### src/rtl/mux4_scan_sequencer_pkg.sv
// mux4_scan_sequencer_pkg
// Shared definitions for the mux4 scan sequencer slice:
//   - state_t   : FSM state encoding (IDLE, SCAN, DONE)
//   - SEL_LAST  : last select value of a scan
//   - DATA_W    : width of the scanned word
//   - sel_bit() : the bit an ideal 4-to-1 mux returns for a word/select pair
package mux4_scan_sequencer_pkg;

    localparam int DATA_W = 4;
    localparam logic [1:0] SEL_LAST = 2'd3;

    typedef enum logic [1:0] {
        IDLE = 2'd0,
        SCAN = 2'd1,
        DONE = 2'd2
    } state_t;

    // Reference bit of an ideal mux; the sampled bit is compared against this.
    function automatic logic sel_bit(input logic [DATA_W-1:0] word, input logic [1:0] sel);
        return word[sel];
    endfunction

endpackage

### src/rtl/mux4_scan_sequencer_if.sv
// mux4_scan_sequencer_if
// Bundles the word handshake, the mux drive/return path and the status lines.
//   in_data/in_valid/in_ready : word handshake (ready high only in IDLE)
//   mux_a/mux_sel/mux_b       : held word and select to the mux, mux output back
//   bit_out/bit_valid/done    : sampled bit stream and end-of-word pulse
//   err/err_clr               : sticky mismatch flag and its clear
// slave  : the sequencer's view.  master : the upstream/environment view.
interface mux4_scan_sequencer_if;
    import mux4_scan_sequencer_pkg::*;

    logic [DATA_W-1:0] in_data;
    logic              in_valid;
    logic              in_ready;
    logic [DATA_W-1:0] mux_a;
    logic [1:0]        mux_sel;
    logic              mux_b;
    logic              bit_out;
    logic              bit_valid;
    logic              done;
    logic              err;
    logic              err_clr;

    modport slave (
        input  in_data, in_valid, mux_b, err_clr,
        output in_ready, mux_a, mux_sel, bit_out, bit_valid, done, err
    );

    modport master (
        output in_data, in_valid, mux_b, err_clr,
        input  in_ready, mux_a, mux_sel, bit_out, bit_valid, done, err
    );

endinterface

### src/rtl/mux4_scan_sequencer_dwell_counter.sv
// mux4_scan_sequencer_dwell_counter
// Up-counter with synchronous clear and terminal-count flag.
//   clk, rst_n : clock, synchronous active-low reset
//   clr        : force count to zero (wins over en)
//   en         : count up by one
//   tc         : count equals TERMINAL
module mux4_scan_sequencer_dwell_counter #(
    parameter int WIDTH    = 8,
    parameter int TERMINAL = 3
) (
    input  logic clk,
    input  logic rst_n,
    input  logic clr,
    input  logic en,
    output logic tc
);

    localparam logic [WIDTH-1:0] TC_VAL = WIDTH'(TERMINAL);

    logic [WIDTH-1:0] cnt_r;

    // Count register: reset, then clear, then increment.
    always_ff @(posedge clk) begin
        if (!rst_n) begin
            cnt_r <= '0;
        end else if (clr) begin
            cnt_r <= '0;
        end else if (en) begin
            cnt_r <= cnt_r + {{(WIDTH-1){1'b0}}, 1'b1};
        end else begin
            cnt_r <= cnt_r;
        end
    end

    assign tc = (cnt_r == TC_VAL);

endmodule

### src/rtl/mux4_scan_sequencer.sv
// mux4_scan_sequencer
// Accepts a 4-bit word, holds it on the mux data input and steps the select
// 0..3, dwelling DWELL cycles per slot. At the end of each dwell the mux output
// is sampled onto bit_out (LSB first) and compared against the held word.
//   clk, rst_n : clock, synchronous active-low reset
//   bus        : slave view of mux4_scan_sequencer_if (handshake, mux, status)
module mux4_scan_sequencer
    import mux4_scan_sequencer_pkg::*;
#(
    parameter int DWELL = 4,
    parameter int CNT_W = 8
) (
    input  logic clk,
    input  logic rst_n,
    mux4_scan_sequencer_if.slave bus
);

    state_t            state_r, state_nxt_s;
    logic [DATA_W-1:0] mux_a_r, mux_a_nxt_s;
    logic [1:0]        mux_sel_r, mux_sel_nxt_s;
    logic              bit_out_r, bit_out_nxt_s;
    logic              bit_valid_r, bit_valid_nxt_s;
    logic              done_r, done_nxt_s;
    logic              err_r, err_nxt_s;
    logic              err_set_s;
    logic              cnt_clr_s, cnt_en_s, cnt_tc_s;

    mux4_scan_sequencer_dwell_counter #(
        .WIDTH    (CNT_W),
        .TERMINAL (DWELL - 1)
    ) u_dwell (
        .clk   (clk),
        .rst_n (rst_n),
        .clr   (cnt_clr_s),
        .en    (cnt_en_s),
        .tc    (cnt_tc_s)
    );

    // Next-state and next-output logic for the scan FSM.
    always_comb begin
        state_nxt_s     = state_r;
        mux_a_nxt_s     = mux_a_r;
        mux_sel_nxt_s   = mux_sel_r;
        bit_out_nxt_s   = bit_out_r;
        bit_valid_nxt_s = 1'b0;
        done_nxt_s      = 1'b0;
        err_set_s       = 1'b0;
        cnt_clr_s       = 1'b0;
        cnt_en_s        = 1'b0;
        case (state_r)
            IDLE: begin
                if (bus.in_valid) begin
                    mux_a_nxt_s   = bus.in_data;
                    mux_sel_nxt_s = 2'd0;
                    cnt_clr_s     = 1'b1;
                    state_nxt_s   = SCAN;
                end else begin
                    state_nxt_s   = IDLE;
                end
            end
            SCAN: begin
                cnt_en_s = 1'b1;
                if (cnt_tc_s) begin
                    bit_out_nxt_s   = bus.mux_b;
                    bit_valid_nxt_s = 1'b1;
                    err_set_s       = (bus.mux_b != sel_bit(mux_a_r, mux_sel_r));
                    // Clearing on every terminal count also covers the last slot;
                    // the count is not observed again until the next accept.
                    cnt_clr_s       = 1'b1;
                    if (mux_sel_r == SEL_LAST) begin
                        state_nxt_s   = DONE;
                    end else begin
                        mux_sel_nxt_s = mux_sel_r + 2'd1;
                        state_nxt_s   = SCAN;
                    end
                end else begin
                    state_nxt_s = SCAN;
                end
            end
            DONE: begin
                // done is registered, so it appears the cycle after DONE and
                // can never overlap the last bit_valid pulse.
                done_nxt_s    = 1'b1;
                mux_sel_nxt_s = 2'd0;
                state_nxt_s   = IDLE;
            end
            default: begin
                mux_sel_nxt_s = 2'd0;
                state_nxt_s   = IDLE;
            end
        endcase
        // Set beats clear when both happen in the same cycle.
        err_nxt_s = err_set_s | (err_r & ~bus.err_clr);
    end

    // State and output registers.
    always_ff @(posedge clk) begin
        if (!rst_n) begin
            state_r     <= IDLE;
            mux_a_r     <= '0;
            mux_sel_r   <= 2'd0;
            bit_out_r   <= 1'b0;
            bit_valid_r <= 1'b0;
            done_r      <= 1'b0;
            err_r       <= 1'b0;
        end else begin
            state_r     <= state_nxt_s;
            mux_a_r     <= mux_a_nxt_s;
            mux_sel_r   <= mux_sel_nxt_s;
            bit_out_r   <= bit_out_nxt_s;
            bit_valid_r <= bit_valid_nxt_s;
            done_r      <= done_nxt_s;
            err_r       <= err_nxt_s;
        end
    end

    assign bus.in_ready  = (state_r == IDLE);
    assign bus.mux_a     = mux_a_r;
    assign bus.mux_sel   = mux_sel_r;
    assign bus.bit_out   = bit_out_r;
    assign bus.bit_valid = bit_valid_r;
    assign bus.done      = done_r;
    assign bus.err       = err_r;

endmodule

### src/flat_wrapper.sv
// flat-port wrapper written by rule: the top's interface ports become plain ports
module mux4_scan_sequencer_flat import mux4_scan_sequencer_pkg::*;
#(
    parameter int DWELL = 4,
    parameter int CNT_W = 8
)
  (clk, rst_n, bus_in_data, bus_in_valid, bus_mux_b, bus_err_clr, bus_in_ready, bus_mux_a, bus_mux_sel, bus_bit_out, bus_bit_valid, bus_done, bus_err);
  mux4_scan_sequencer_if bus_i ();
  input  logic clk;
  input  logic rst_n;
  input wire logic [$bits(bus_i.in_data)-1:0] bus_in_data;
  input wire logic [$bits(bus_i.in_valid)-1:0] bus_in_valid;
  input wire logic [$bits(bus_i.mux_b)-1:0] bus_mux_b;
  input wire logic [$bits(bus_i.err_clr)-1:0] bus_err_clr;
  output wire logic [$bits(bus_i.in_ready)-1:0] bus_in_ready;
  output wire logic [$bits(bus_i.mux_a)-1:0] bus_mux_a;
  output wire logic [$bits(bus_i.mux_sel)-1:0] bus_mux_sel;
  output wire logic [$bits(bus_i.bit_out)-1:0] bus_bit_out;
  output wire logic [$bits(bus_i.bit_valid)-1:0] bus_bit_valid;
  output wire logic [$bits(bus_i.done)-1:0] bus_done;
  output wire logic [$bits(bus_i.err)-1:0] bus_err;
  assign bus_i.in_data = bus_in_data;
  assign bus_i.in_valid = bus_in_valid;
  assign bus_i.mux_b = bus_mux_b;
  assign bus_i.err_clr = bus_err_clr;
  assign bus_in_ready = bus_i.in_ready;
  assign bus_mux_a = bus_i.mux_a;
  assign bus_mux_sel = bus_i.mux_sel;
  assign bus_bit_out = bus_i.bit_out;
  assign bus_bit_valid = bus_i.bit_valid;
  assign bus_done = bus_i.done;
  assign bus_err = bus_i.err;
  mux4_scan_sequencer #(.DWELL(DWELL), .CNT_W(CNT_W)) u_core (.clk(clk), .rst_n(rst_n), .bus(bus_i));
endmodule
### config.mk
export PLATFORM = sky130hd
export DESIGN_NAME = mux4_scan_sequencer_flat
export DESIGN_NICKNAME = d
export VERILOG_FILES = /design/src/rtl/mux4_scan_sequencer_pkg.sv /design/src/rtl/mux4_scan_sequencer_if.sv /design/src/rtl/mux4_scan_sequencer_dwell_counter.sv /design/src/rtl/mux4_scan_sequencer.sv /design/src/flat_wrapper.sv
export SDC_FILE = /design/constraint.sdc
export NUM_CORES = 1
export LEC_CHECK = 0
export CAP_MARGIN = 5
export CORE_ASPECT_RATIO = 1.2
export CORE_MARGIN = 2
export CORE_UTILIZATION = 38
export CTS_CLUSTER_SIZE = 16
export DETAILED_ROUTE_END_ITERATION = 12
export RECOVER_POWER = 50
export SLEW_MARGIN = 20
export SYNTH_ARGS = -nofsm -noshare
export SYNTH_HDL_FRONTEND = slang
export SYNTH_HIERARCHICAL = 1
export SYNTH_SLANG_ARGS = --single-unit
### constraint.sdc
create_clock -name clk -period 4.75 [get_ports clk]
set_input_delay 1.1875 -clock clk [delete_from_list [all_inputs] [get_ports clk]]
set_output_delay 1.1875 -clock clk [all_outputs]
set_load 0.05 [all_outputs]
# [Word level (Yosys, flattened, before mapping)]
# Cells that the tools add are included.
[totals] regBits=20 input_bits=9 out_inout_bits=11 word_cells=46
[op_classes] add_sub_neg=2 magnitude_cmp=1 eq_ne=8 mux=17 bitwise_logic=4 reduce_logical=6
[ops] op="$mux 2" n=5
[ops] op="$add 8x1->8 const B" n=1
[ops] op="$eq 8x2->1 const B" n=1
[ops] op="$mux 1" n=8
[ops] op="$pmux 2 s2" n=2
[ops] op="$reduce_and 2->1" n=3
[ops] op="$eq 2x2->1 const B" n=2
[ops] op="$ne 2x2->1 const B" n=2
[ops] op="$lt 2x3->1 const B" n=1
[ops] op="$reduce_and 3->1" n=1
[ops] op="$add 2x1->2 const B" n=1
[ops] op="$bmux 1 s2" n=1
[ops] op="$eq 2x1->1 const B" n=1
[ops] op="$logic_not 2->1" n=1
[ops] op="$ne 2x1->1 const B" n=1
[ops] op="$not 1->1" n=2
[ops] op="$pmux 1 s2" n=1
[ops] op="$reduce_or 2->1" n=1
[ops] op="$and 1x1->1" n=1
[ops] op="$ne 1x1->1" n=1
[ops] op="$or 1x1->1" n=1

# [Depth between registers and ports, before layout]
# Gate-level depths: netlist (run 1).
[logic_depth] word_depth=6 mapped_depth=9 ltp_nobuf=8

# [Modules after synthesis]
# The synthesis (run 1) kept the hierarchy.
[modules_own_cells] mod="mux4_scan_sequencer" n_inst=1 cells_each=50 area_each_um2=521.8 seq_area_each_um2=240.2
[modules_own_cells] mod="mux4_scan_sequencer_dwell_counter" n_inst=1 cells_each=40 area_each_um2=370.4 seq_area_each_um2=160.2

# [Worst setup path after synthesis (run 1)]
# No wires, ideal clock.
[synth_timing] kind="input-to-reg" start="input port bus_in_valid" end="register u_core.u_dwell.cnt_r[7]" setup_time_ps=59 t_arrival_ps=2353 t_required_ps=4691 path_slack_ps=2338 path_stages=6 n_path_buf=1 path_cell_list="nor3b_2 nand2b_1 nand2b_1 buf_2 or4_1 nand2_1"
[synth_between] elab_chain_cells=3
[synth_rtl] item="start, declared" line="flat_wrapper.sv:12" source="input wire logic [$bits(bus_i.in_valid)-1:0] bus_in_valid;"
[synth_rtl] item="$mux 1" line="mux4_scan_sequencer.sv:52" source="if (bus.in_valid) begin"
[synth_rtl] item="$pmux 1 s2" line="mux4_scan_sequencer.sv:50" source="case (state_r)"
[synth_rtl] item="net u_core.cnt_clr_s" line="mux4_scan_sequencer.sv:26" source="logic cnt_clr_s, cnt_en_s, cnt_tc_s;"
[synth_rtl] item="$reduce_or 2->1 (no source line)"
[synth_rtl] item="end signal, assigned" line="mux4_scan_sequencer_dwell_counter.sv:29" source="cnt_r <= cnt_r + {{(WIDTH-1){1'b0}}, 1'b1};"
[synth_rtl] item="end signal, assigned" line="mux4_scan_sequencer_dwell_counter.sv:31" source="cnt_r <= cnt_r;"
[synth_rtl] item="end, declared" line="mux4_scan_sequencer_dwell_counter.sv:20" source="logic [WIDTH-1:0] cnt_r;"
# The timed path passes the listed nets, and every way through them passes these cells.
# A chain may end at the register's enable or synchronous reset.

# [Final worst setup path (run 1)]
# Ends and elaborated chain as after synthesis.

==> results of run 1 <==
where the power goes:
part           internal, mW  switching, mW  leakage (nW)
clock network        0.0852         0.0529        0.0279
logic                0.0187         0.0228         0.253
registers             0.171        0.00364         0.162
total                 0.275         0.0793         0.444
sequential cells by signal, indices dropped and copies added (netlist names):
signal	flops
u_core/bus.done	1
u_core/state_r	2
u_core/u_dwell/cnt_r	8
u_core/bus.bit_out	1
u_core/bus.err	1
u_core/bus.mux_sel	2
u_core/bus.bit_valid	1
u_core/bus.mux_a	4
cells in the mapped netlist, types with 3 or more instances:
cell,number
xor2_1,4
nand2b_1,3
mux2i_1,5
nor2_1,6
ha_1,3
a21oi_1,3
dfxtp_1,20
nand2_1,7
nor2b_1,6
or4_1,3
cell usage in the layout, fill, tap and decap left out:
cell / Yosys / routed
nor3b_1: 0 / 1
nand4b_1: 2 / 2
and2_1: 1 / 1
xor2_1: 4 / 4
mux2i_1: 5 / 5
or4b_1: 1 / 1
nor2b_1: 6 / 6
o21ai_0: 2 / 2
nand4_2: 1 / 1
dlygate4sd3_1: 0 / 4
nand3b_1: 2 / 2
nor2_1: 6 / 6
a21boi_0: 1 / 1
nand2_1: 7 / 7
o2bb2ai_1: 1 / 1
bufinv_16: 0 / 1
a21oi_1: 3 / 3
and2b_1: 1 / 1
mux4_2: 1 / 1
a21boi_1: 2 / 2
and3_1: 2 / 2
nand3_1: 1 / 1
dfxtp_1: 20 / 20
xnor2_1: 1 / 1
ha_1: 3 / 3
clkdlybuf4s50_1: 0 / 15
nor4_1: 1 / 1
o211ai_1: 1 / 1
nand2b_1: 3 / 3
or3_1: 2 / 2
inv_1: 2 / 2
nand4_1: 2 / 2
clkbuf_4: 0 / 3
or4_1: 3 / 3
cells by family (layout without fill, tap and decap cells):
logic type	count (synthesis)	count (layout)	synth area share (%)
xor+xnor	5	5	4.91
compound gates	10	10	7.15
flops	20	20	44.9
simple gates	42	42	28.9
mux	6	6	8.13
fa+ha+maj	3	3	4.21
buf+inv	4	25	1.82
metal layers:
layer	wire length (µm)	global-route usage [%]
met2	795	20.3
met5	0	0
met4	17	6.95
met3	67	3.16
met1	827	20.6
per-stage QoR:
step / hold WS (ps) / power [mW]
2_1_floorplan: 466 / 0.205
3_3_place_gp: 453 / 0.221
3_5_place_dp: 458 / 0.221
4_1_cts: 476 / 0.360
5_1_grt: 492 / 0.369
6_report: 468 / 0.355
layout make-up:
cell class	count	area, µm²
clock inverter	1	30.0
fill	217	1100
multi-input combinational	66	470
timing repair buffer	19	190
tap	31	38.8
inverter	2	7.51
sequential	20	400
clock buffer	3	22.5
worst max-delay path by stage:
stage,end,startpoint,slack (ps),cells past startpoint
floorplan,u_core/u_dwell/cnt_r[7]$_SDFFE_PP0P_,bus_in_valid,2340,6
global placement,u_core/u_dwell/cnt_r[7]$_SDFFE_PP0P_,bus_in_valid,1850,6
detailed placement,u_core/u_dwell/cnt_r[7]$_SDFFE_PP0P_,bus_in_valid,1800,6
CTS,bus_in_ready,u_core/state_r[1]$_SDFF_PN0_,1930,2
global route,u_core/u_dwell/cnt_r[7]$_SDFFE_PP0P_,bus_in_valid,1530,6
finish,u_core/u_dwell/cnt_r[7]$_SDFFE_PP0P_,bus_in_valid,1750,6
worst register-to-register path, stage by stage (launching register included):
cell,delay (ps)
dfxtp_1,420
ha_1,180
or4b_1,430
nor4_1,580
nand3b_1,200
nand2b_1,130
nand2b_1,290
or4_1,170
nand2_1,50
==> flow_summary.yaml, run 1 <==
yosys:
  netlist.area_leader.share_pct: 44.9
  synth-edff-count: 0
  synth.avg_cell_area_um2: 9.91
  yosys_warnings: 6
  yosysSeqAreaShare_pct: 44.9
  syn_nets: 102
  netlist_area_um2: 892
  synth_top_area_cell: "dfxtp_1"
  synth-main-ff-cell: "dfxtp_1"
  synthDistinctLibCells: 32
  ys_ff_latch: 20
  synth_area_leaders: "dfxtp_1 (45%), mux2i_1 (5.6%), ha_1 (4.2%)"
  synthCells: 90
  async_reset_ff_share_pct: 0
place:
  pre_cts_ws_ps: 1800
  port_buffers: 19
  dpl.cell_count: 138
  dpl.hpwl_um: 1240
  gp_congestion: 0.755
  place_area_um2: 1110
floorplan:
  core-area_um2: 2260
  row_count: 19
  start_util_pct: 39.5
  die_w_um: 48.2
  io_pins: 20
  fp.dieH_um: 57.1
  dieArea_um2: 2750
critical_path:
  r2r_start: "u_core/u_dwell/cnt_r[0]$_SDFFE_PP0P_"
  crit_family: "simple AND/OR/NAND/NOR gates"
  r2r_cells: 8
  end_kind: "flip-flop"
  cp.arrival_ps: 3200
  crit_type: "in2reg"
  critPathMaxFanout: 8
  cp_slowest_cell: "nor3b_1"
  cp_common_cell: "nand2b_1"
  crit_path_start_kind: "input port"
  rrSetupSlack_ps: 2200
  timing.rr.end: "u_core/u_dwell/cnt_r[7]$_SDFFE_PP0P_"
  crit_required_ps: 4950
  crit_buf_inv: 1
  critical_path.cell_chain: "dlygate4sd3_1 > nor3b_1 > nand2b_1 > nand2b_1 > or4_1 > nand2_1"
  slowest_delay_ps: 760
sta:
  fin_skew_ps: 2.56
  fmax_ghz: 0.333
  report.final.slew_viol_count: 0
  setup_ws_ps: 1750
  finalSetupTns_ps: 0
  post-route-period-util_pct: 63.2
  finalSetupViolCount: 0
  slew_headroom_pct: 38.5
  rsz0062_at_grt: "false"
  worst_pin_slew_ps: 921
  final.min_clock_period_ps: 3000
  final_hold_viol_count: 0
hold_path:
  hold_end: "u_core/bus.bit_out$_SDFFE_PN0P_"
  hold_start: "u_core/bus.bit_out$_SDFFE_PN0P_"
  hp-class: "reg2reg"
  whs_path_depth: 2
detailed_routing:
  wl_per_cell_um: 12.0
  drt-pass1-iter-count: 4
  drt_iter0_drc: 21
  viasPerCell: 4.97
  remaining_drc_errors: 0
  drtAntennaViolNets: 0
  via_count: 706
  wl_um: 1710
clock_network:
  postCtsSetupBuffers: 0
  htree_levels: 1
  numCtsBuffers: 3
  post_cts_resized: 0
  clk_path_buf_depth: 2
  cts_tree: "yes"
  postCtsHoldBufs: 0
  cts_sinks: 20
  clock_latency_ps: 300
  root_buffer: "clkbuf_4"
  cts.clk_slew.worst_paths_ps: 110
grt:
  overflow: 0
  antenna_found_initial: 0
  grt_start_max_net_pins: 14
  grt_usage_pct: 14.5
  grt_pass1_wl_um: 2910
  grt_pass1_vias: 671
final_layout:
  fin_util_pct: 51.4
  diodes: 0
  drive_above_1_share_pct: 5.41
  nNetsFinal: 124
  fin_cells: 142
  postLayoutCellArea_um2: 1160
  area_growth_pct: 30.0
pwr:
  p_leak_nw: 0.444
  ir_worst_vdd_mv: 0.180
  power_density_nw_per_um2: 306
status:
  outcome: "finished clean"
run:
  maxCapViolCount: 0
No activity file was read; power rests on OpenSTA's default activity.
==> run 2, diff against run 1 <==
==> constraint.sdc (replaced) <==
create_clock -name clk -period 2.85 [get_ports clk]
set_input_delay 0.7125 -clock clk [delete_from_list [all_inputs] [get_ports clk]]
set_output_delay 0.7125 -clock clk [all_outputs]
set_load 0.05 [all_outputs]
==> run 2 against run 1 <==
Compared with the run above: sequential cell count unchanged; non-clock buffer count rose by 2; utilization shrank 0.39 points; via count is 1.3% lower; clock power rose by 19%; register-to-register slack lost 1700 ps; routed wire length shrank 2.6%; clock-buffer cell count increased by 1; die area unchanged; critical path depth is the same; critical path type unchanged; highest routed layer unchanged.
==> flow_summary.yaml, run 2 (synthesized netlist as in run 1, its figures left out) <==
status:
  outcome: "finished clean"
critical_path:
  timing.rr.end: "u_core/u_dwell/cnt_r[7]$_SDFFE_PP0P_"
  cp.arrival_ps: 2650
  r2r_cells: 9
  crit_path_start_kind: "input port"
  end_kind: "flip-flop"
  rrSetupSlack_ps: 540
  crit_required_ps: 3040
  crit_type: "in2reg"
  r2r_start: "u_core/u_dwell/cnt_r[0]$_SDFFE_PP0P_"
  critPathMaxFanout: 8
detailed_routing:
  top_layer: "met4"
  remaining_drc_errors: 0
  met2WireLength_um: 732
  drt_iter0_drc: 15
  wl_per_cell_um: 11.5
  wl_met1_um: 839
  via_count: 697
  drtAntennaViolNets: 0
  viasPerCell: 4.84
  wl_met3_um: 73
  wl_um: 1660
  drt-pass1-iter-count: 4
sta:
  final.min_clock_period_ps: 2460
  final_hold_viol_count: 0
  fmax_ghz: 0.407
  rsz0062_at_grt: "false"
  slew_headroom_pct: 37.9
  post-route-period-util_pct: 86.3
  finalSetupViolCount: 0
  finalSetupTns_ps: 0
  report.final.slew_viol_count: 0
  setup_ws_ps: 392
  worst_pin_slew_ps: 929
  hold_ws_ps: 472
  fin_skew_ps: 1.90
final_layout:
  final_cell_mix: "dfxtp_1 (20), clkdlybuf4s50_1 (14), nand2_1 (7), nor2_1 (6), nor2b_1 (6)"
  nNetsFinal: 126
  drive_above_1_share_pct: 5.31
  regMostFlops: "u_core/u_dwell/cnt_r"
  largest_register_ff_count: 8
  final_common_cell: "dfxtp_1"
  area_growth_pct: 29.0
  nFillCells: 222
  diodes: 0
floorplan:
  core-area_um2: 2260
  row_count: 19
  die_w_um: 48.2
  io_pins: 20
  fp.dieH_um: 57.1
  dieArea_um2: 2750
  start_util_pct: 39.5
grt:
  grt_usage_pct: 14.4
  overflow: 0
  grt_start_max_net_pins: 13
  antenna_found_initial: 0
  grt_pass1_wl_um: 2840
  grt_pass1_vias: 618
pwr:
  power_density_nw_per_um2: 457
  ir_worst_vdd_mv: 0.327
  p_leak_nw: 0.448
run:
  maxCapViolCount: 0
clock_network:
  clock_latency_ps: 290
  cts_tree: "yes"
  numCtsBuffers: 3
  post_cts_resized: 0
  clk_path_buf_depth: 2
  htree_levels: 1
  cts.clk_slew.worst_paths_ps: 110
  postCtsHoldBufs: 0
  postCtsSetupBuffers: 0
  root_buffer: "clkbuf_4"
  cts_sinks: 20
hold_path:
  hold_start: "u_core/bus.err$_SDFF_PN0_"
  hp-class: "reg2reg"
  whs_path_depth: 2
  hold_end: "u_core/bus.err$_SDFF_PN0_"
place:
  dpl.hpwl_um: 1210
  port_buffers: 19
  pre_cts_ws_ps: 374
  gp_congestion: 0.749
[run 2: cell count changes in the layout (fill, tap and decap cells not counted), sizes merged]
| cell | previous run | this run |
|---|---|---|
| clkdlybuf4s50 | 15 | 14 |
| bufinv | 1 | 0 |
| dlygate4sd3 | 4 | 5 |
| clkbuf | 3 | 6 |
[run 2: metal layers]
layer	vias to the layer above	global-route usage, %
met5	-	0
met4	0	6.95
met3	2	4.11
met2	14	18.6
met1	315	21.4
li1	366	-
[run 2: layout make-up]
type / instances / area (µm²) / share of cell area [%]
tap: 31 / 38.8 / 3.37
inverter: 2 / 7.51 / 0.652
multi-input combinational: 66 / 470 / 40.9
clock buffer: 4 / 36.3 / 3.15
sequential: 20 / 400 / 34.8
timing repair buffer: 21 / 198 / 17.2
[run 2: power by group]
part / internal [mW] / total, mW / leakage (nW) / switching [mW]
Clock: 0.0778 / 0.164 / 0.0210 / 0.0863
Combinational: 0.0317 / 0.0695 / 0.265 / 0.0378
Sequential: 0.286 / 0.292 / 0.162 / 0.00649
[run 2: worst max-delay path by stage]
stage / startpoint / to / slack [ps] / cells past startpoint
after floorplan: u_core/u_dwell/cnt_r[0]$_SDFFE_PP0P_ / u_core/bus.mux_sel[1]$_SDFFE_PN0P_ / 690 / 6
after CTS: u_core/state_r[1]$_SDFF_PN0_ / bus_in_ready / 500 / 2
final: bus_in_valid / u_core/u_dwell/cnt_r[7]$_SDFFE_PP0P_ / 390 / 6
after detailed placement: bus_in_valid / u_core/u_dwell/cnt_r[7]$_SDFFE_PP0P_ / 370 / 6
after global placement: bus_in_valid / u_core/u_dwell/cnt_r[7]$_SDFFE_PP0P_ / 430 / 6
after global routing: bus_in_valid / u_core/u_dwell/cnt_r[7]$_SDFFE_PP0P_ / 220 / 6
[run 2: metrics by stage]
step / cells / util, % / total power, mW / area (µm²)
after global placement: 140 / 49.9 / 0.369 / 1130
after global routing: 144 / 51.0 / 0.552 / 1150
final: 144 / 51.0 / 0.526 / 1150
after CTS: 144 / 51.5 / 0.534 / 1160
after floorplan: 90 / - / 0.342 / 892
after detailed placement: 140 / 49.9 / 0.370 / 1130
[run 2: worst max-delay path: stages]
cell and delay (ps):
clkdlybuf4s50_1 480, nor3b_1 760, nand2b_1 210, nand2b_1 270, or4_1 170, nand2_1 50
